<file path="config.mk">
export PLATFORM = sky130hd
export DESIGN_NAME = digital_tube_scan_counter
export DESIGN_NICKNAME = d
export VERILOG_FILES = /design/src/rtl/digital_tube_scan_counter.sv
export SDC_FILE = /design/constraint.sdc
export NUM_CORES = 1
export LEC_CHECK = 0
export CELL_PAD_IN_SITES_DETAIL_PLACEMENT = 1
export CELL_PAD_IN_SITES_GLOBAL_PLACEMENT = 2
export CORE_ASPECT_RATIO = 1.75
export CORE_MARGIN = 5
export CORE_UTILIZATION = 32
export DETAILED_ROUTE_END_ITERATION = 16
export PLACE_DENSITY = 0.81
export SLEW_MARGIN = 20
export SYNTH_ARGS = -nofsm -noshare
export SYNTH_HDL_FRONTEND = slang
export SYNTH_SLANG_ARGS = --single-unit
</file>
<file path="constraint.sdc">
create_clock -name i_clk -period 1.98 [get_ports i_clk]
set_input_delay 0.297 -clock i_clk [delete_from_list [all_inputs] [get_ports i_clk]]
set_output_delay 0.297 -clock i_clk [all_outputs]
set_load 0.1 [all_outputs]
</file>
<file path="src/rtl/digital_tube_scan_counter.sv">
// Per-digit BCD/hex counters driving a multiplexed 7-segment display with a blank gap.
// Define TUBE_CARRY_EN to chain the digits into one ripple-carry counter.
module digital_tube_scan_counter #(
  parameter int NUM_DIGITS     = 2,
  parameter int BASE           = 10,
  parameter int SCAN_DIV       = 50000,
  parameter int BLANK_CYCLES   = 2,
  parameter int SEG_ACTIVE_LOW = 0,
  parameter int SEL_ACTIVE_LOW = 0
) (
  input  logic                    i_clk,
  input  logic                    i_rst,
  input  logic [NUM_DIGITS-1:0]   i_add,
  input  logic                    i_clr,
  output logic [6:0]              o_digitalTube,
  output logic [NUM_DIGITS-1:0]   o_sel,
  output logic [4*NUM_DIGITS-1:0] o_value
);
  localparam int PW = $clog2(SCAN_DIV);
  localparam int IW = (NUM_DIGITS > 1) ? $clog2(NUM_DIGITS) : 1;
  localparam logic [PW-1:0] PRE_MAX = PW'(SCAN_DIV - 1);
  localparam logic [IW-1:0] IDX_MAX = IW'(NUM_DIGITS - 1);
  localparam logic [NUM_DIGITS-1:0] SEL_OFF =
    (SEL_ACTIVE_LOW != 0) ? {NUM_DIGITS{1'b1}} : {NUM_DIGITS{1'b0}};
  localparam logic [6:0] SEG_OFF = (SEG_ACTIVE_LOW != 0) ? 7'h7F : 7'h00;

  logic [NUM_DIGITS-1:0][3:0] digit_q, digit_d;
  logic [PW-1:0]              pre_q, pre_d;
  logic [IW-1:0]              idx_q, idx_d;
  logic [NUM_DIGITS-1:0]      sel_q, sel_d;
  logic [6:0]                 seg_q, seg_d;

  function automatic logic [6:0] enc(input logic [3:0] v);
    case (v)
      4'h0: enc = 7'h3F;  4'h1: enc = 7'h06;  4'h2: enc = 7'h5B;  4'h3: enc = 7'h4F;
      4'h4: enc = 7'h66;  4'h5: enc = 7'h6D;  4'h6: enc = 7'h7D;  4'h7: enc = 7'h07;
      4'h8: enc = 7'h7F;  4'h9: enc = 7'h6F;  4'hA: enc = 7'h77;  4'hB: enc = 7'h7C;
      4'hC: enc = 7'h39;  4'hD: enc = 7'h5E;  4'hE: enc = 7'h79;  default: enc = 7'h71;
    endcase
  endfunction

  always_comb begin
    logic [4:0] sum;
`ifdef TUBE_CARRY_EN
    logic cy;
    cy = 1'b0;
`endif
    digit_d = digit_q;
    sum     = '0;
    for (int k = 0; k < NUM_DIGITS; k++) begin
`ifdef TUBE_CARRY_EN
      sum = {1'b0, digit_q[k]} + 5'(i_add[k]) + 5'(cy);
      cy  = (sum >= 5'(BASE));
`else
      sum = {1'b0, digit_q[k]} + 5'(i_add[k]);
`endif
      // sum never reaches 2*BASE, so one subtraction is the full modulo
      digit_d[k] = (sum >= 5'(BASE)) ? 4'(sum - 5'(BASE)) : sum[3:0];
    end
    if (i_clr) digit_d = '0;
  end

  always_comb begin
    pre_d = (pre_q == PRE_MAX) ? '0 : pre_q + 1'b1;
    idx_d = idx_q;
    if (pre_q == PRE_MAX) idx_d = (idx_q == IDX_MAX) ? '0 : idx_q + 1'b1;
    sel_d = SEL_OFF;
    seg_d = SEG_OFF;
    if (32'(pre_q) >= BLANK_CYCLES) begin
      sel_d = (NUM_DIGITS'(1) << idx_q) ^ SEL_OFF;
      seg_d = enc(digit_q[idx_q]) ^ SEG_OFF;
    end
  end

  always_ff @(posedge i_clk or negedge i_rst) begin
    if (!i_rst) begin
      digit_q <= '0;
      pre_q   <= '0;
      idx_q   <= '0;
      sel_q   <= SEL_OFF;
      seg_q   <= SEG_OFF;
    end else begin
      digit_q <= digit_d;
      pre_q   <= pre_d;
      idx_q   <= idx_d;
      sel_q   <= sel_d;
      seg_q   <= seg_d;
    end
  end

  assign o_value       = digit_q;
  assign o_sel         = sel_q;
  assign o_digitalTube = seg_q;
endmodule

</file>
======== Word level (Yosys, flattened, before mapping) ========
Memories as Yosys holds them, arrays and structs flattened.
Cells that the tools add are included.
word-level totals
  register bits ........................... 34
  memory bits (read-only) ................. 112
  logic and storage cells ................. 28
  memories ................................ 1
memories
  name              depth  width  read ports  clocked after memory_dff  wr ports  line  source
  (name not given)  16     7      1           0                         0         34    case (v)
operators by class
  $add $sub $neg .......................... 6
  order comparisons ....................... 4
  eq/ne operators ......................... 1
  shift-type cells ........................ 1
  multiplexer cells ....................... 9
operators by type and width
  cell                                                                count
  adder 16 x 1 -> 16 bit, second input constant                       1
  equality test 16 bit, second input constant                         1
  greater-or-equal comparator 16 x 2 -> 1 bit, second input constant  1
  two-way mux 16 bit                                                  1
  two-way mux 4 bit                                                   4
  adder 4 x 1 -> 5 bit                                                2
  greater-or-equal comparator 5 x 4 -> 1 bit, second input constant   2
  two-way mux 8 bit                                                   1
  subtractor 4 bit, second input constant                             2
  two-way mux 7 bit                                                   1
  less-than comparator 1 x 2 -> 1 bit, second input constant          1
  two-way mux 2 bit                                                   1
  left shift 1 x 1 -> 2 bit, first input constant                     1
  adder 1 bit, second input constant                                  1
  two-way mux 1 bit                                                   1

======== Longest topological paths before layout ========
Gate-level depths: netlist of the first run.
  depth in word-level cells ............... 4
  gate-level depth with buffers ........... 8
  mapped depth without buffers ............ 8

======== Worst setup path before layout of the first run ========
Ideal clock, no wire load.
  path type ............................... register to register
  start point ............................. reg digit_q, in the netlist o_value[0]
  end point ............................... reg digit_q, in the netlist o_value[1]
  setup time .............................. 0.125 ns
  data arrival time ....................... 2.398 ns
  slack ................................... -0.543 ns
  cell stages (with the launch flop) ...... 9
  clock period less this slack ............ 2.523 ns
  path through ............................ dfrtp_1 ha_1 ha_1 xnor2_1 ha_1 inv_1 a31oi_1 o21ai_0 mux2_2
RTL lines
  what                    line  source
  start, declared         27    logic [NUM_DIGITS-1:0][3:0] digit_q, digit_d;
  start signal, assigned  83    digit_q <= digit_d;

==> report_table.html, run 1 <==
<table>
<tr><th>Metric</th><th>Value</th></tr>
<tr><th colspan="2">Status</th></tr>
<tr><td>Run status</td><td>completed</td></tr>
<tr><th colspan="2">Yosys</th></tr>
<tr><td>Average footprint of a synthesized cell</td><td>9.87 um2</td></tr>
<tr><td>Cell accounting for the most synthesized area</td><td>dfrtp_1</td></tr>
<tr><td>Share of Yosys cell area claimed by the top area cell type</td><td>a little over two fifths</td></tr>
<tr><td>FFs w/ async S/R, synth</td><td>100%</td></tr>
<tr><td>Number of storage elements in the synthesis netlist</td><td>34</td></tr>
<tr><td>Primary FF master, synth</td><td>dfrtp_1</td></tr>
<tr><td>Netlist area before placement</td><td>0.00200 mm2</td></tr>
<tr><td>Post-synthesis net count</td><td>221</td></tr>
<tr><td>Synthesis warning total</td><td>0</td></tr>
<tr><td>Biggest area contributors in the synthesized netlist</td><td>dfrtp_1, ha_1, xor2_1</td></tr>
<tr><td>Share of synthesized area occupied by flip-flops and latches</td><td>42.5%</td></tr>
<tr><td>Post-Synthesis Cells</td><td>203</td></tr>
<tr><td>Synth unique cells</td><td>46</td></tr>
<tr><td>Number of synthesized flops with an enable pin</td><td>0</td></tr>
<tr><th colspan="2">Global route</th></tr>
<tr><td>Antenna violations before repair</td><td>0</td></tr>
<tr><td>Maximum number of pins on one net before global-route repair</td><td>29</td></tr>
<tr><td>Wire length of the first global-routing pass</td><td>between 8000 and 9000 um</td></tr>
<tr><td>Overall overflow remaining after global route</td><td>0</td></tr>
<tr><td>Via count of the first global-routing pass</td><td>roughly 1,800</td></tr>
<tr><td>Total GRT Usage</td><td>13.2%</td></tr>
<tr><th colspan="2">Floorplanning</th></tr>
<tr><td>Die width</td><td>69.8 um</td></tr>
<tr><td>Core region area</td><td>around 0.0061 mm2</td></tr>
<tr><td>Starting density of the core</td><td>32.7%</td></tr>
<tr><td>Boundary Pins</td><td>22</td></tr>
<tr><td>DIE HEIGHT</td><td>115 um</td></tr>
<tr><td>Die outline area</td><td>0.00800 mm2</td></tr>
<tr><td>Cell row count</td><td>38</td></tr>
<tr><th colspan="2">Setup path</th></tr>
<tr><td>Sort of element at the end of the critical path</td><td>register</td></tr>
<tr><td>Count of buffering cells on the critical path with inverters included</td><td>1</td></tr>
<tr><td>Arrival time of data at the critical path endpoint</td><td>between 2000 and 2500 ps</td></tr>
<tr><td>Family with the most delay on the worst path</td><td>flip-flops</td></tr>
<tr><td>Critical Path Start Type</td><td>register</td></tr>
<tr><td>Slowest Stage Delay on Critical Path</td><td>slightly above 500 ps</td></tr>
<tr><td>Library cell contributing the largest single delay on the critical path</td><td>dfrtp_4</td></tr>
<tr><td>CP most frequent cell</td><td>ha_4</td></tr>
<tr><td>Required @ worst endpoint</td><td>2160 ps</td></tr>
<tr><td>Highest net fanout along the worst path</td><td>3</td></tr>
<tr><td>CP Cell Sequence</td><td>ha_4, ha_4, xnor2_4, buf_4, a31oi_4, o21ai_1, mux2_2</td></tr>
<tr><td>Worst setup path class</td><td>reg2reg</td></tr>
<tr><th colspan="2">Min path</th></tr>
<tr><td>Kind of path behind the tightest hold check</td><td>in2async</td></tr>
<tr><th colspan="2">Layout</th></tr>
<tr><td>Utilization after layout</td><td>a little over two fifths</td></tr>
<tr><td>Fraction of final layout cells sized beyond drive strength 1</td><td>29.4%</td></tr>
<tr><td>Total Nets Final</td><td>262</td></tr>
<tr><td>Signed area change from the synthesized netlist to the final layout</td><td>30.4%</td></tr>
<tr><td>Most common cell after layout, fill and taps aside</td><td>buf_4</td></tr>
<tr><td>Leading cell types in the layout, fill and taps excluded</td><td>buf_4, dfrtp_1, nor2_1, nand2_1, xor2_1</td></tr>
<tr><td>Number of diodes</td><td>0</td></tr>
<tr><td>Final instance area</td><td>~0.0026 mm2</td></tr>
<tr><th colspan="2">STA</th></tr>
<tr><td>Post-route fraction of the period consumed by the critical path</td><td>97.2%</td></tr>
<tr><td>Worst slew pin tran</td><td>368 ps</td></tr>
<tr><td>Total count of hold-check failures in the final report</td><td>0</td></tr>
<tr><td>Maximum clock frequency</td><td>around 520 MHz</td></tr>
<tr><td>Post-route clock skew</td><td>about 14 ps</td></tr>
<tr><td>Max transition margin</td><td>between 70% and 80%</td></tr>
<tr><td>Final setup violation count</td><td>0</td></tr>
<tr><td>Post-route setup TNS</td><td>0 ps</td></tr>
<tr><td>Final Slew Violations</td><td>0</td></tr>
<tr><td>Final min period</td><td>1930 ps</td></tr>
<tr><th colspan="2">Drt</th></tr>
<tr><td>Met1 wire length</td><td>1960 um</td></tr>
<tr><td>Routed wl met2</td><td>between 2000 and 3000 um</td></tr>
<tr><td>Remaining number of nets flagged by the antenna check after routing</td><td>0</td></tr>
<tr><td>Detailed Route WL</td><td>4770 um</td></tr>
<tr><td>Via density</td><td>5.12</td></tr>
<tr><td>Top metal layer carrying routed signals</td><td>met4</td></tr>
<tr><td>Count of routing violations after the opening detailed-route iteration</td><td>38</td></tr>
<tr><td>Per-cell routed wire length</td><td>about 15 um</td></tr>
<tr><td>Total met3 wirelength after detailed routing</td><td>122 um</td></tr>
<tr><td>DRC violations left</td><td>0</td></tr>
<tr><td>Drt pass-1 iters</td><td>4</td></tr>
<tr><td>Detailed-route via count</td><td>1,664</td></tr>
<tr><th colspan="2">Power</th></tr>
<tr><td>Internal power of the cells</td><td>approximately 0.0012 W</td></tr>
<tr><td>Combinational share of power</td><td>29.8%</td></tr>
<tr><td>Max IR drop VDD</td><td>0.360 mV</td></tr>
<tr><td>Power density of the placed cells</td><td>roughly 700 mW/mm2</td></tr>
<tr><td>Clock network fraction of design power</td><td>29.5%</td></tr>
<tr><td>Switching portion of total power</td><td>36.1%</td></tr>
<tr><td>Power spent charging and discharging nets</td><td>0.000677 W</td></tr>
<tr><td>Leak pwr</td><td>~1.1 nW</td></tr>
<tr><td>Share of power burned in registers</td><td>40.7%</td></tr>
<tr><th colspan="2">Clock network</th></tr>
<tr><td>Buffer depth of the longest clock path</td><td>2</td></tr>
<tr><td>Deepest level of the CTS H-tree</td><td>2</td></tr>
<tr><td>Root cell of the clock tree</td><td>clkbuf_8</td></tr>
<tr><td>Clk Latency, worst-skew pair</td><td>just under 300 ps</td></tr>
<tr><td># clock sinks</td><td>34</td></tr>
<tr><td>Clock transition time at the flip-flop clock pins of the worst setup and hold paths</td><td>70 ps</td></tr>
<tr><td>Hold-fix buffers at CTS</td><td>0</td></tr>
<tr><td>Inserted Clock Buffers</td><td>5</td></tr>
<tr><td>TritonCTS clock tree</td><td>done</td></tr>
<tr><th colspan="2">Place</th></tr>
<tr><td>Final HPWL from detailed placement</td><td>3650 um</td></tr>
<tr><td>Port buffer count</td><td>21</td></tr>
<tr><td>Final estimated routing congestion in global placement</td><td>just under 0.8</td></tr>
<tr><td>Area of placed instances</td><td>around 0.0025 mm2</td></tr>
<tr><th colspan="2">Flow run</th></tr>
<tr><td>Max-capacitance violation count</td><td>0</td></tr>
</table>
worst paths after layout:
kind	slack (ps)	end	cells past startpoint	startpoint
max	50	o_value[1]	7	o_value[0]
min	380	o_digitalTube[1]	2	i_rst
max reg2reg	50	o_value[1]	7	o_value[0]
min reg2reg	520	pre_q[12]	1	pre_q[12]
max in group asynchronous	1160	pre_q[7]	3	i_rst
min in group i_clk	520	pre_q[12]	1	pre_q[12]
power groups by stage:
stage | logic, W | registers [W] | clock network [W]
finish | 0.000559 | 0.000764 | 0.000553
global route | 0.000605 | 0.000769 | 0.000600
CTS | 0.000554 | 0.000764 | 0.000570
detailed placement | 0.000553 | 0.000777 | 0
global placement | 0.000548 | 0.000777 | 0
floorplan | 0.000175 | 0.000974 | 0
synthesized netlist by cell type, types with 4 or more instances:
library cell and count:
a21oi_1 7, clkbuf_1 5, dfrtp_1 34, ha_1 13, inv_1 10, mux2i_1 4, nand2_1 11, nand3_1 6
nand4_1 4, nor2_1 22, nor2b_1 4, nor3_1 6, o21ai_0 7, or3_1 6, xnor2_1 7, xor2_1 11
metrics by stage:
step / hold WS [ps] / total power [W] / cells / worst slack (ps)
5_1_grt: 430 / 0.00197 / 325 / -24.1
3_5_place_dp: 523 / 0.00133 / 317 / -233
4_1_cts: 395 / 0.00189 / 325 / 15.7
6_report: 385 / 0.00188 / 325 / 54.5
3_3_place_gp: 511 / 0.00132 / 317 / -190
2_1_floorplan: 1.41 / 0.00115 / 203 / -102
sequential cells by signal, indices dropped and copies added, names as in the netlist:
register / count
idx_q: 1
o_digitalTube: 7
o_sel: 2
o_value: 8
pre_q: 16
metal layers:
metal	track usage (%)	vias up
li1	-	798
met1	14.4	836
met2	24.5	23
met3	1.93	7
met4	6.14	0
met5	0	-
worst register-to-register path, delay by kind of cell, from the launching register on:
| family | cells | cell delay, ps |
|---|---|---|
| compound gates | 2 | 260 |
| xor+xnor | 1 | 200 |
| fa+ha+maj | 2 | 360 |
| buf+inv | 1 | 160 |
| flops | 1 | 510 |
| mux | 1 | 340 |
cell type report:
type / instances / area (um2)
Tap cell: 80 / 100
Fill cell: 697 / 3520
Multi-Input combinational cell: 151 / 1160
Clock buffer: 6 / 82.6
Sequential cell: 34 / 865
Timing Repair Buffer: 42 / 350
Clock inverter: 2 / 12.5
Inverter: 10 / 37.5
cells by family after synthesis:
kind of cell,Yosys count,synth area share (%)
and+or+nand+nor,79,22.3
DFF,34,42.5
AOI/OAI and AO/OA,33,10.9
xor gates and xnor gates,18,7.87
buffers and inverters,18,3.56
adders and majority gates,13,8.12
muxes,8,4.81
timing repair:
action	CTS	global route
buffers inserted	0	0
resized for setup	0	3
endpoints found under the setup margin	0	2
hold endpoints to repair	0	0
(Power assumes the default switching activity.)
==> inputs of run 2 (changes only) <==
--- a/config.mk
+++ b/config.mk
@@ -5,13 +5,14 @@
 export SDC_FILE = /design/constraint.sdc
 export NUM_CORES = 1
 export LEC_CHECK = 0
+export ABC_AREA = 1
 export CELL_PAD_IN_SITES_DETAIL_PLACEMENT = 1
 export CELL_PAD_IN_SITES_GLOBAL_PLACEMENT = 2
 export CORE_ASPECT_RATIO = 1.75
 export CORE_MARGIN = 5
-export CORE_UTILIZATION = 32
+export CORE_UTILIZATION = 30
 export DETAILED_ROUTE_END_ITERATION = 16
-export PLACE_DENSITY = 0.81
+export PLACE_DENSITY = 0.82
 export SLEW_MARGIN = 20
 export SYNTH_ARGS = -nofsm -noshare
 export SYNTH_HDL_FRONTEND = slang
==> run 2 against run 1 <==
  * Global-route usage rose by 0.38 points
  * Power rose by 0.57%
  * Count of clock-buffer cells in the layout fell by 1
  * First-iteration DRC count rose by 13%
  * Sequential power fell by 3.8%
  * Highest routed layer unchanged
  * Via count rose by 11%
  * Largest power group is now clock
  * Die area rose by 10%
  * Largest cell class unchanged
  * Clock skew fell by 10 ps
==> report_table.html, run 2 <==
<table>
<tr><th>Metric</th><th>Value</th></tr>
<tr><th colspan="2">Status</th></tr>
<tr><td>Run status</td><td>completed</td></tr>
<tr><th colspan="2">Setup path</th></tr>
<tr><td>Worst setup path class</td><td>in2reg</td></tr>
<tr><td>Family with the most delay on the worst path</td><td>simple AND/OR/NAND/NOR gates</td></tr>
<tr><td>Required @ worst endpoint</td><td>2150 ps (about the same)</td></tr>
<tr><td>CP Cell Sequence</td><td>clkdlybuf4s50_1, ha_1, ha_1, inv_1, nand2_1, nand2_1, ha_1, nand2_1, nand2_1, nand2_1, nand2_1, nand2_1, nor2_1</td></tr>
<tr><td>Crit path from</td><td>i_add[0]</td></tr>
<tr><td>Slowest Stage Delay on Critical Path</td><td>460 ps (-50 ps)</td></tr>
<tr><td>Count of buffering cells on the critical path with inverters included</td><td>2 (+1)</td></tr>
<tr><td>Highest net fanout along the worst path</td><td>3 (unchanged)</td></tr>
<tr><td>CP most frequent cell</td><td>nand2_1</td></tr>
<tr><td>Arrival time of data at the critical path endpoint</td><td>1920 ps (-190 ps)</td></tr>
<tr><td>Sort of element at the end of the critical path</td><td>register</td></tr>
<tr><td>Launching point of the worst reg2reg path</td><td>o_value[0]</td></tr>
<tr><td>Library cell contributing the largest single delay on the critical path</td><td>clkdlybuf4s50_1</td></tr>
<tr><td>Critical Path Start Type</td><td>input pin</td></tr>
<tr><th colspan="2">Yosys</th></tr>
<tr><td>Primary FF master, synth</td><td>dfrtp_1</td></tr>
<tr><td>Netlist area before placement</td><td>0.00209 mm2 (+4.4%)</td></tr>
<tr><td>Cell accounting for the most synthesized area</td><td>dfrtp_1</td></tr>
<tr><td>Biggest area contributors in the synthesized netlist</td><td>dfrtp_1, nand2_1, ha_1</td></tr>
<tr><td>FFs w/ async S/R, synth</td><td>100% (unchanged)</td></tr>
<tr><td>Post-Synthesis Cells</td><td>274 (+35%)</td></tr>
<tr><td>Leading post-synthesis cells by instance count</td><td>nand2_1, inv_1, nor2_1, dfrtp_1, nand3_1</td></tr>
<tr><td>Share of synthesized area occupied by flip-flops and latches</td><td>40.7% (-1.8 points)</td></tr>
<tr><td>Number of storage elements in the synthesis netlist</td><td>34 (unchanged)</td></tr>
<tr><td>Share of Yosys cell area claimed by the top area cell type</td><td>40.7% (-1.8 points)</td></tr>
<tr><td>Average footprint of a synthesized cell</td><td>7.63 um2 (-23%)</td></tr>
<tr><td>Library cell with the highest instance count after synthesis</td><td>nand2_1</td></tr>
<tr><td>Synthesis warning total</td><td>0 (unchanged)</td></tr>
<tr><td>Post-synthesis net count</td><td>292 (+32%)</td></tr>
<tr><td>Synth unique cells</td><td>30 (-35%)</td></tr>
<tr><td>Number of synthesized flops with an enable pin</td><td>0 (unchanged)</td></tr>
<tr><th colspan="2">Layout</th></tr>
<tr><td>Total Nets Final</td><td>326 (+24%)</td></tr>
<tr><td>Signed area change from the synthesized netlist to the final layout</td><td>22.7%</td></tr>
<tr><td>Filler Cells Inserted</td><td>852 (+22%)</td></tr>
<tr><td>Leading cell types in the layout, fill and taps excluded</td><td>nand2_1, inv_1, nor2_1, dfrtp_1, buf_4</td></tr>
<tr><td>Number of flip-flops in the largest register</td><td>16 (unchanged)</td></tr>
<tr><td>Fraction of final layout cells sized beyond drive strength 1</td><td>19.4% (-10 points)</td></tr>
<tr><td>Register bank with the most flops</td><td>pre_q</td></tr>
<tr><td>Most common cell after layout, fill and taps aside</td><td>nand2_1</td></tr>
<tr><td>Number of diodes</td><td>0 (unchanged)</td></tr>
<tr><td>Final instance area</td><td>0.00257 mm2 (-1.8%)</td></tr>
<tr><td>Utilization after layout</td><td>37.4% (-5.2 points)</td></tr>
<tr><th colspan="2">Clock network</th></tr>
<tr><td>Buffer depth of the longest clock path</td><td>2 (unchanged)</td></tr>
<tr><td>Deepest level of the CTS H-tree</td><td>2 (unchanged)</td></tr>
<tr><td>Hold-fix buffers at CTS</td><td>1 (+1)</td></tr>
<tr><td>Quantity of gates resized following cts</td><td>0 (unchanged)</td></tr>
<tr><td># clock sinks</td><td>34 (unchanged)</td></tr>
<tr><td>Inserted Clock Buffers</td><td>5 (unchanged)</td></tr>
<tr><td>Buffer count from post-CTS setup fixing</td><td>0 (unchanged)</td></tr>
<tr><td>Clk Latency, worst-skew pair</td><td>280 ps (about the same)</td></tr>
<tr><td>Clock transition time at the flip-flop clock pins of the worst setup and hold paths</td><td>60 ps (about the same)</td></tr>
<tr><td>TritonCTS clock tree</td><td>done</td></tr>
<tr><td>Root cell of the clock tree</td><td>clkbuf_16</td></tr>
<tr><th colspan="2">Global route</th></tr>
<tr><td>Via count of the first global-routing pass</td><td>2,088 (+18%)</td></tr>
<tr><td>Wire length of the first global-routing pass</td><td>9140 um (+7.7%)</td></tr>
<tr><td>Maximum number of pins on one net before global-route repair</td><td>35 (+21%)</td></tr>
<tr><td>Antenna violations before repair</td><td>0 (unchanged)</td></tr>
<tr><td>Total GRT Usage</td><td>13.5% (+0.38 points)</td></tr>
<tr><td>Overall overflow remaining after global route</td><td>0 (unchanged)</td></tr>
<tr><th colspan="2">Place</th></tr>
<tr><td>Area of placed instances</td><td>0.00241 mm2 (-3.6%)</td></tr>
<tr><td>Final estimated routing congestion in global placement</td><td>0.812 (+3.0%)</td></tr>
<tr><td>Final HPWL from detailed placement</td><td>4210 um (+16%)</td></tr>
<tr><td>Worst Setup Slack post-DPL</td><td>-91.1 ps (+142 ps)</td></tr>
<tr><td>Port buffer count</td><td>21 (unchanged)</td></tr>
<tr><th colspan="2">Power</th></tr>
<tr><td>Internal power of the cells</td><td>0.00128 W (+6.8%)</td></tr>
<tr><td>Switching portion of total power</td><td>32.2% (-3.9 points)</td></tr>
<tr><td>Power density of the placed cells</td><td>735 mW/mm2 (+2.4%)</td></tr>
<tr><td>Max IR drop VDD</td><td>0.416 mV (+16%)</td></tr>
<tr><td>Power spent charging and discharging nets</td><td>0.000607 W (-10%)</td></tr>
<tr><td>Combinational share of power</td><td>19.6% (-10 points)</td></tr>
<tr><td>Clock network fraction of design power</td><td>41.4% (+12 points)</td></tr>
<tr><td>Share of power burned in registers</td><td>39.0% (-1.7 points)</td></tr>
<tr><td>Leak pwr</td><td>1.35 nW (+19%)</td></tr>
<tr><th colspan="2">STA</th></tr>
<tr><td>Hold slack final</td><td>495 ps (+111 ps)</td></tr>
<tr><td>RSZ-0062 raised after global routing</td><td>false</td></tr>
<tr><td>Worst path setup slack after routing</td><td>224 ps (+169 ps)</td></tr>
<tr><td>Max transition margin</td><td>78.5% (+3.1 points)</td></tr>
<tr><td>Final setup violation count</td><td>0 (unchanged)</td></tr>
<tr><td>Post-route fraction of the period consumed by the critical path</td><td>88.7% (-8.6 points)</td></tr>
<tr><td>Post-route clock skew</td><td>3.39 ps (-10.1 ps)</td></tr>
<tr><td>Worst slew pin tran</td><td>322 ps (-45.8 ps)</td></tr>
<tr><td>Maximum clock frequency</td><td>569 MHz (+9.6%)</td></tr>
<tr><td>Total count of hold-check failures in the final report</td><td>0 (unchanged)</td></tr>
<tr><td>Final Slew Violations</td><td>0 (unchanged)</td></tr>
<tr><td>Final min period</td><td>1760 ps (-169 ps)</td></tr>
<tr><th colspan="2">Drt</th></tr>
<tr><td>DRC violations left</td><td>0 (unchanged)</td></tr>
<tr><td>Detailed Route WL</td><td>5260 um (+10%)</td></tr>
<tr><td>Count of routing violations after the opening detailed-route iteration</td><td>43 (+13%)</td></tr>
<tr><td>Via density</td><td>4.69 (-8.4%)</td></tr>
<tr><td>Per-cell routed wire length</td><td>13.4 um (-8.9%)</td></tr>
<tr><td>Detailed-route via count</td><td>1,844 (+11%)</td></tr>
<tr><td>Drt pass-1 iters</td><td>4 (unchanged)</td></tr>
<tr><td>Remaining number of nets flagged by the antenna check after routing</td><td>0 (unchanged)</td></tr>
<tr><th colspan="2">Floorplanning</th></tr>
<tr><td>Cell row count</td><td>40 (+5.3%)</td></tr>
<tr><td>Core region area</td><td>0.00686 mm2 (+12%)</td></tr>
<tr><td>DIE HEIGHT</td><td>120 um (+5.0%)</td></tr>
<tr><td>Boundary Pins</td><td>22 (unchanged)</td></tr>
<tr><td>Starting density of the core</td><td>30.5% (-2.2 points)</td></tr>
<tr><td>Die width</td><td>73.1 um (+4.7%)</td></tr>
<tr><td>Die outline area</td><td>0.00880 mm2 (+10%)</td></tr>
<tr><th colspan="2">Min path</th></tr>
<tr><td>Kind of path behind the tightest hold check</td><td>in2async</td></tr>
<tr><th colspan="2">Flow run</th></tr>
<tr><td>Max-capacitance violation count</td><td>0 (unchanged)</td></tr>
</table>
run 2: changes by cell type after synthesis, sizes merged, moves of 4 or more:
cell,previous run,this run
clkbuf,5,0
mux2i,4,0
xnor2,7,0
or3,6,0
nor2,22,42
o21ai,7,13
xor2,11,7
nand2,11,69
nor4,5,0
nor2b,4,0
nand3,7,17
inv,10,47
run 2: cell type report:
| type | instances | area [um2] | area share (%) |
|---|---|---|---|
| clock buffer | 5 | 125 | 4.88 |
| clock inverter | 3 | 21.3 | 0.829 |
| inverter | 48 | 180 | 7.02 |
| multi-input combinational | 191 | 1050 | 40.9 |
| sequential | 34 | 856 | 33.3 |
| tap | 84 | 105 | 4.10 |
| timing repair buffer | 28 | 230 | 8.97 |
run 2: cells by family (layout without fill, tap and decap cells):
family,Yosys count,after routing,share of synthesized area [%]
buf+inv,49,84,9.16
flops,34,34,40.7
compound gates,25,25,7.24
simple gates,146,146,31.8
xor+xnor,7,7,3.29
fa+ha+maj,13,13,7.78
run 2: metrics by stage:
step | setup TNS, ps | std cells | total power [W]
after global routing | 0 | 393 | 0.00198
after floorplan | 0 | 274 | 0.00101
after global placement | -40.3 | 384 | 0.00112
after CTS | 0 | 393 | 0.00192
final | 0 | 393 | 0.00189
after detailed placement | -241 | 384 | 0.00112
run 2: worst paths after layout:
check	cells after the start	to	slack, ps
setup / recovery	13	o_value[1]	220
hold / removal	3	pre_q[11]	500
setup reg to reg	12	o_value[1]	260
hold reg to reg	1	pre_q[0]	500
max in group asynchronous	3	o_value[0]	1280
min in group i_clk	1	pre_q[0]	500
run 2: worst min-delay path: cells and delay by family:
family   cells  cell delay (ps)
buf+inv      3              840
run 2: power by group through the flow:
| stage | sequential, W | combinational [W] | clock, W |
|---|---|---|---|
| 2_1_floorplan | 0.000913 | 0.0000984 | 0 |
| 3_5_place_dp | 0.000749 | 0.000375 | 0 |
| 6_report | 0.000735 | 0.000370 | 0.000781 |
| 3_3_place_gp | 0.000747 | 0.000371 | 0 |
| 5_1_grt | 0.000739 | 0.000405 | 0.000838 |
| 4_1_cts | 0.000736 | 0.000378 | 0.000810 |
run 2: metal layers:
metal	global-route usage (%)	wire [um]
met4	8.55	211
met5	0	0
met3	2.58	139
met2	25.4	3010
met1	12.7	1900
==> inputs of run 3 (changes only) <==
--- a/config.mk
+++ b/config.mk
@@ -9,7 +9,6 @@
 export CELL_PAD_IN_SITES_DETAIL_PLACEMENT = 1
 export CELL_PAD_IN_SITES_GLOBAL_PLACEMENT = 2
 export CORE_ASPECT_RATIO = 1.75
-export CORE_MARGIN = 5
 export CORE_UTILIZATION = 30
 export DETAILED_ROUTE_END_ITERATION = 16
 export PLACE_DENSITY = 0.82
==> run 3 against run 2 <==
  * The run now ends with hold timing left
  * Die area is 17% lower
  * Clock skew is 2.6 ps higher
  * Clock power hardly changed
  * Wire length is 3.7% lower
  * Critical path depth stayed put
  * Global-route usage is 3.0 points higher
  * Sequential share of layout area is 0.28 points higher
  * Maximum frequency is 0.59% higher
  * Register-to-register slack hardly changed
  * Via count is 1.3% lower
  * Largest cell class unchanged
  * Highest routed layer unchanged
==> report_table.html, run 3 (synthesis results as in run 2) <==
<table>
<tr><th>Metric</th><th>Value</th></tr>
<tr><th colspan="2">Floorplanning</th></tr>
<tr><td>DIE HEIGHT</td><td>112 um (-6.6%)</td></tr>
<tr><td>Cell row count</td><td>39 (-2.5%)</td></tr>
<tr><td>Starting density of the core</td><td>31.5% (+1.0 points)</td></tr>
<tr><td>Boundary Pins</td><td>22 (unchanged)</td></tr>
<tr><td>Die outline area</td><td>0.00732 mm2 (-17%)</td></tr>
<tr><td>Die width</td><td>65.1 um (-11%)</td></tr>
<tr><td>Core region area</td><td>0.00664 mm2 (-3.2%)</td></tr>
<tr><th colspan="2">Clock network</th></tr>
<tr><td>Clk Latency, worst-skew pair</td><td>280 ps (about the same)</td></tr>
<tr><td># clock sinks</td><td>34 (unchanged)</td></tr>
<tr><td>Buffer count from post-CTS setup fixing</td><td>0 (unchanged)</td></tr>
<tr><td>Buffer depth of the longest clock path</td><td>2 (unchanged)</td></tr>
<tr><td>Clock transition time at the flip-flop clock pins of the worst setup and hold paths</td><td>50 ps (about the same)</td></tr>
<tr><td>Quantity of gates resized following cts</td><td>0 (unchanged)</td></tr>
<tr><td>TritonCTS clock tree</td><td>done</td></tr>
<tr><td>Root cell of the clock tree</td><td>clkbuf_16</td></tr>
<tr><td>Hold-fix buffers at CTS</td><td>0 (-1)</td></tr>
<tr><td>Deepest level of the CTS H-tree</td><td>2 (unchanged)</td></tr>
<tr><td>Inserted Clock Buffers</td><td>5 (unchanged)</td></tr>
<tr><th colspan="2">Drt</th></tr>
<tr><td>Detailed Route WL</td><td>5070 um (-3.7%)</td></tr>
<tr><td>Remaining number of nets flagged by the antenna check after routing</td><td>0 (unchanged)</td></tr>
<tr><td>Detailed-route via count</td><td>1,820 (-1.3%)</td></tr>
<tr><td>Drt pass-1 iters</td><td>4 (unchanged)</td></tr>
<tr><td>DRC violations left</td><td>0 (unchanged)</td></tr>
<tr><td>Count of routing violations after the opening detailed-route iteration</td><td>46 (+7.0%)</td></tr>
<tr><td>Total met3 wirelength after detailed routing</td><td>90 um (-35%)</td></tr>
<tr><td>Routed wl met2</td><td>2920 um (-3.1%)</td></tr>
<tr><td>Via density</td><td>4.67 (-0.54%)</td></tr>
<tr><td>Met1 wire length</td><td>1930 um (+1.4%)</td></tr>
<tr><td>Top metal layer carrying routed signals</td><td>met4</td></tr>
<tr><td>Per-cell routed wire length</td><td>13.0 um (-2.9%)</td></tr>
<tr><th colspan="2">STA</th></tr>
<tr><td>Hold slack final</td><td>-14.9 ps (-510 ps)</td></tr>
<tr><td>Total count of hold-check failures in the final report</td><td>20 (+20)</td></tr>
<tr><td>Worst slew pin tran</td><td>508 ps (+187 ps)</td></tr>
<tr><td>Final min period</td><td>1750 ps (-10.4 ps)</td></tr>
<tr><td>Final setup violation count</td><td>0 (unchanged)</td></tr>
<tr><td>Final Slew Violations</td><td>0 (unchanged)</td></tr>
<tr><td>RSZ-0062 raised after global routing</td><td>false</td></tr>
<tr><td>Post-route fraction of the period consumed by the critical path</td><td>88.2% (-0.52 points)</td></tr>
<tr><td>Max transition margin</td><td>66.1% (-12 points)</td></tr>
<tr><td>Maximum clock frequency</td><td>573 MHz (+0.59%)</td></tr>
<tr><td>Post-route clock skew</td><td>5.98 ps (+2.59 ps)</td></tr>
<tr><td>Post-route setup TNS</td><td>0 ps (unchanged)</td></tr>
<tr><th colspan="2">Setup path</th></tr>
<tr><td>Worst setup path class</td><td>in2reg</td></tr>
<tr><td>Critical Path Start Type</td><td>input pin</td></tr>
<tr><td>Sort of element at the end of the critical path</td><td>register</td></tr>
<tr><td>Highest net fanout along the worst path</td><td>3 (unchanged)</td></tr>
<tr><td>Required @ worst endpoint</td><td>2130 ps (-20 ps)</td></tr>
<tr><td>Register-to-Register Setup Slack</td><td>270 ps (about the same)</td></tr>
<tr><td>Arrival time of data at the critical path endpoint</td><td>1900 ps (-20 ps)</td></tr>
<tr><th colspan="2">Status</th></tr>
<tr><td>Run status</td><td>finished with violations</td></tr>
<tr><td>Failing checks</td><td>hold timing</td></tr>
<tr><th colspan="2">Layout</th></tr>
<tr><td>Final non-filler cell total</td><td>390 (-0.76%)</td></tr>
<tr><td>Signed area change from the synthesized netlist to the final layout</td><td>21.7%</td></tr>
<tr><td>Number of flip-flops in the largest register</td><td>16 (unchanged)</td></tr>
<tr><td>Most common cell after layout, fill and taps aside</td><td>nand2_1</td></tr>
<tr><td>Register bank with the most flops</td><td>pre_q</td></tr>
<tr><td>Filler Cells Inserted</td><td>860 (+0.94%)</td></tr>
<tr><td>Fraction of final layout cells sized beyond drive strength 1</td><td>19.5% (+0.063 points)</td></tr>
<tr><td>Leading cell types in the layout, fill and taps excluded</td><td>nand2_1, inv_1, nor2_1, dfrtp_1, buf_4</td></tr>
<tr><td>Number of diodes</td><td>0 (unchanged)</td></tr>
<tr><td>Final instance area</td><td>0.00254 mm2 (-0.83%)</td></tr>
<tr><td>Total Nets Final</td><td>325 (-0.31%)</td></tr>
<tr><th colspan="2">Power</th></tr>
<tr><td>Max IR drop VDD</td><td>0.408 mV (-1.9%)</td></tr>
<tr><td>Power after layout</td><td>0.00188 W (-0.18%)</td></tr>
<tr><td>Power density of the placed cells</td><td>740 mW/mm2 (+0.65%)</td></tr>
<tr><td>Leak pwr</td><td>1.35 nW (-0.38%)</td></tr>
<tr><th colspan="2">Flow run</th></tr>
<tr><td>Max-capacitance violation count</td><td>0 (unchanged)</td></tr>
<tr><th colspan="2">Global route</th></tr>
<tr><td>Maximum number of pins on one net before global-route repair</td><td>22 (-37%)</td></tr>
<tr><td>Antenna violations before repair</td><td>0 (unchanged)</td></tr>
<tr><td>Via count of the first global-routing pass</td><td>1,983 (-5.0%)</td></tr>
<tr><td>Overall overflow remaining after global route</td><td>0 (unchanged)</td></tr>
<tr><td>Total GRT Usage</td><td>16.5% (+3.0 points)</td></tr>
<tr><td>Wire length of the first global-routing pass</td><td>9280 um (+1.5%)</td></tr>
<tr><th colspan="2">Place</th></tr>
<tr><td>DP Cell Count</td><td>382 (-0.52%)</td></tr>
<tr><td>Port buffer count</td><td>21 (unchanged)</td></tr>
<tr><td>Final estimated routing congestion in global placement</td><td>0.810 (-0.28%)</td></tr>
<tr><td>Area of placed instances</td><td>0.00239 mm2 (-0.62%)</td></tr>
<tr><td>Final HPWL from detailed placement</td><td>4130 um (-2.0%)</td></tr>
<tr><th colspan="2">Min path</th></tr>
<tr><td>Kind of path behind the tightest hold check</td><td>in2async</td></tr>
</table>
-- run 3: worst max-delay path: stages --
cell and delay, ps:
clkdlybuf4s50_1 460, ha_1 160, ha_1 190, inv_1 50
nand2_1 80, nand2_1 80, ha_1 200, nand2_1 70
nand2_1 90, nand2_2 90, nand2_1 50, nand2_1 50
nor2_1 40
-- run 3: worst paths after layout --
| kind | start | to | cells after the start |
|---|---|---|---|
| min in group i_clk | pre_q[0] | pre_q[0] | 1 |
| max in group asynchronous | i_rst | o_digitalTube[0] | 2 |
| worst min-delay path | i_rst | pre_q[13] | 1 |
| worst max-delay path | i_add[0] | o_value[1] | 13 |
| worst max register to register | o_value[0] | o_value[1] | 11 |
| worst min register to register | pre_q[0] | pre_q[0] | 1 |
-- run 3: stage by stage --
stage,utilization (%),worst slack [ps]
after detailed placement,36.1,-85.2
final,38.3,234
after global routing,38.3,12.7
after global placement,36.1,-37.2
after floorplan,-,12.1
after CTS,38.3,195
-- run 3: metal layers --
layer	vias to the layer above	track usage (%)
met3	10	2.44
met1	870	17.9
met4	0	7.10
li1	919	-
met2	21	30.8
met5	-	0
-- run 3: area by class of cell --
cell class | count | area (um2) | share of cell area [%]
clock buffer | 7 | 143 | 5.60
clock inverter | 1 | 5.00 | 0.197
inverter | 48 | 180 | 7.08
multi-input combinational | 191 | 1050 | 41.3
sequential | 34 | 856 | 33.6
tap | 82 | 103 | 4.03
timing repair buffer | 27 | 208 | 8.16
-- run 3: power by group --
part	internal, W	leakage [nW]	switching [W]
clock network	0.000498	0.0739	0.000286
registers	0.000719	0.422	0.0000156
logic	0.0000912	0.852	0.000273
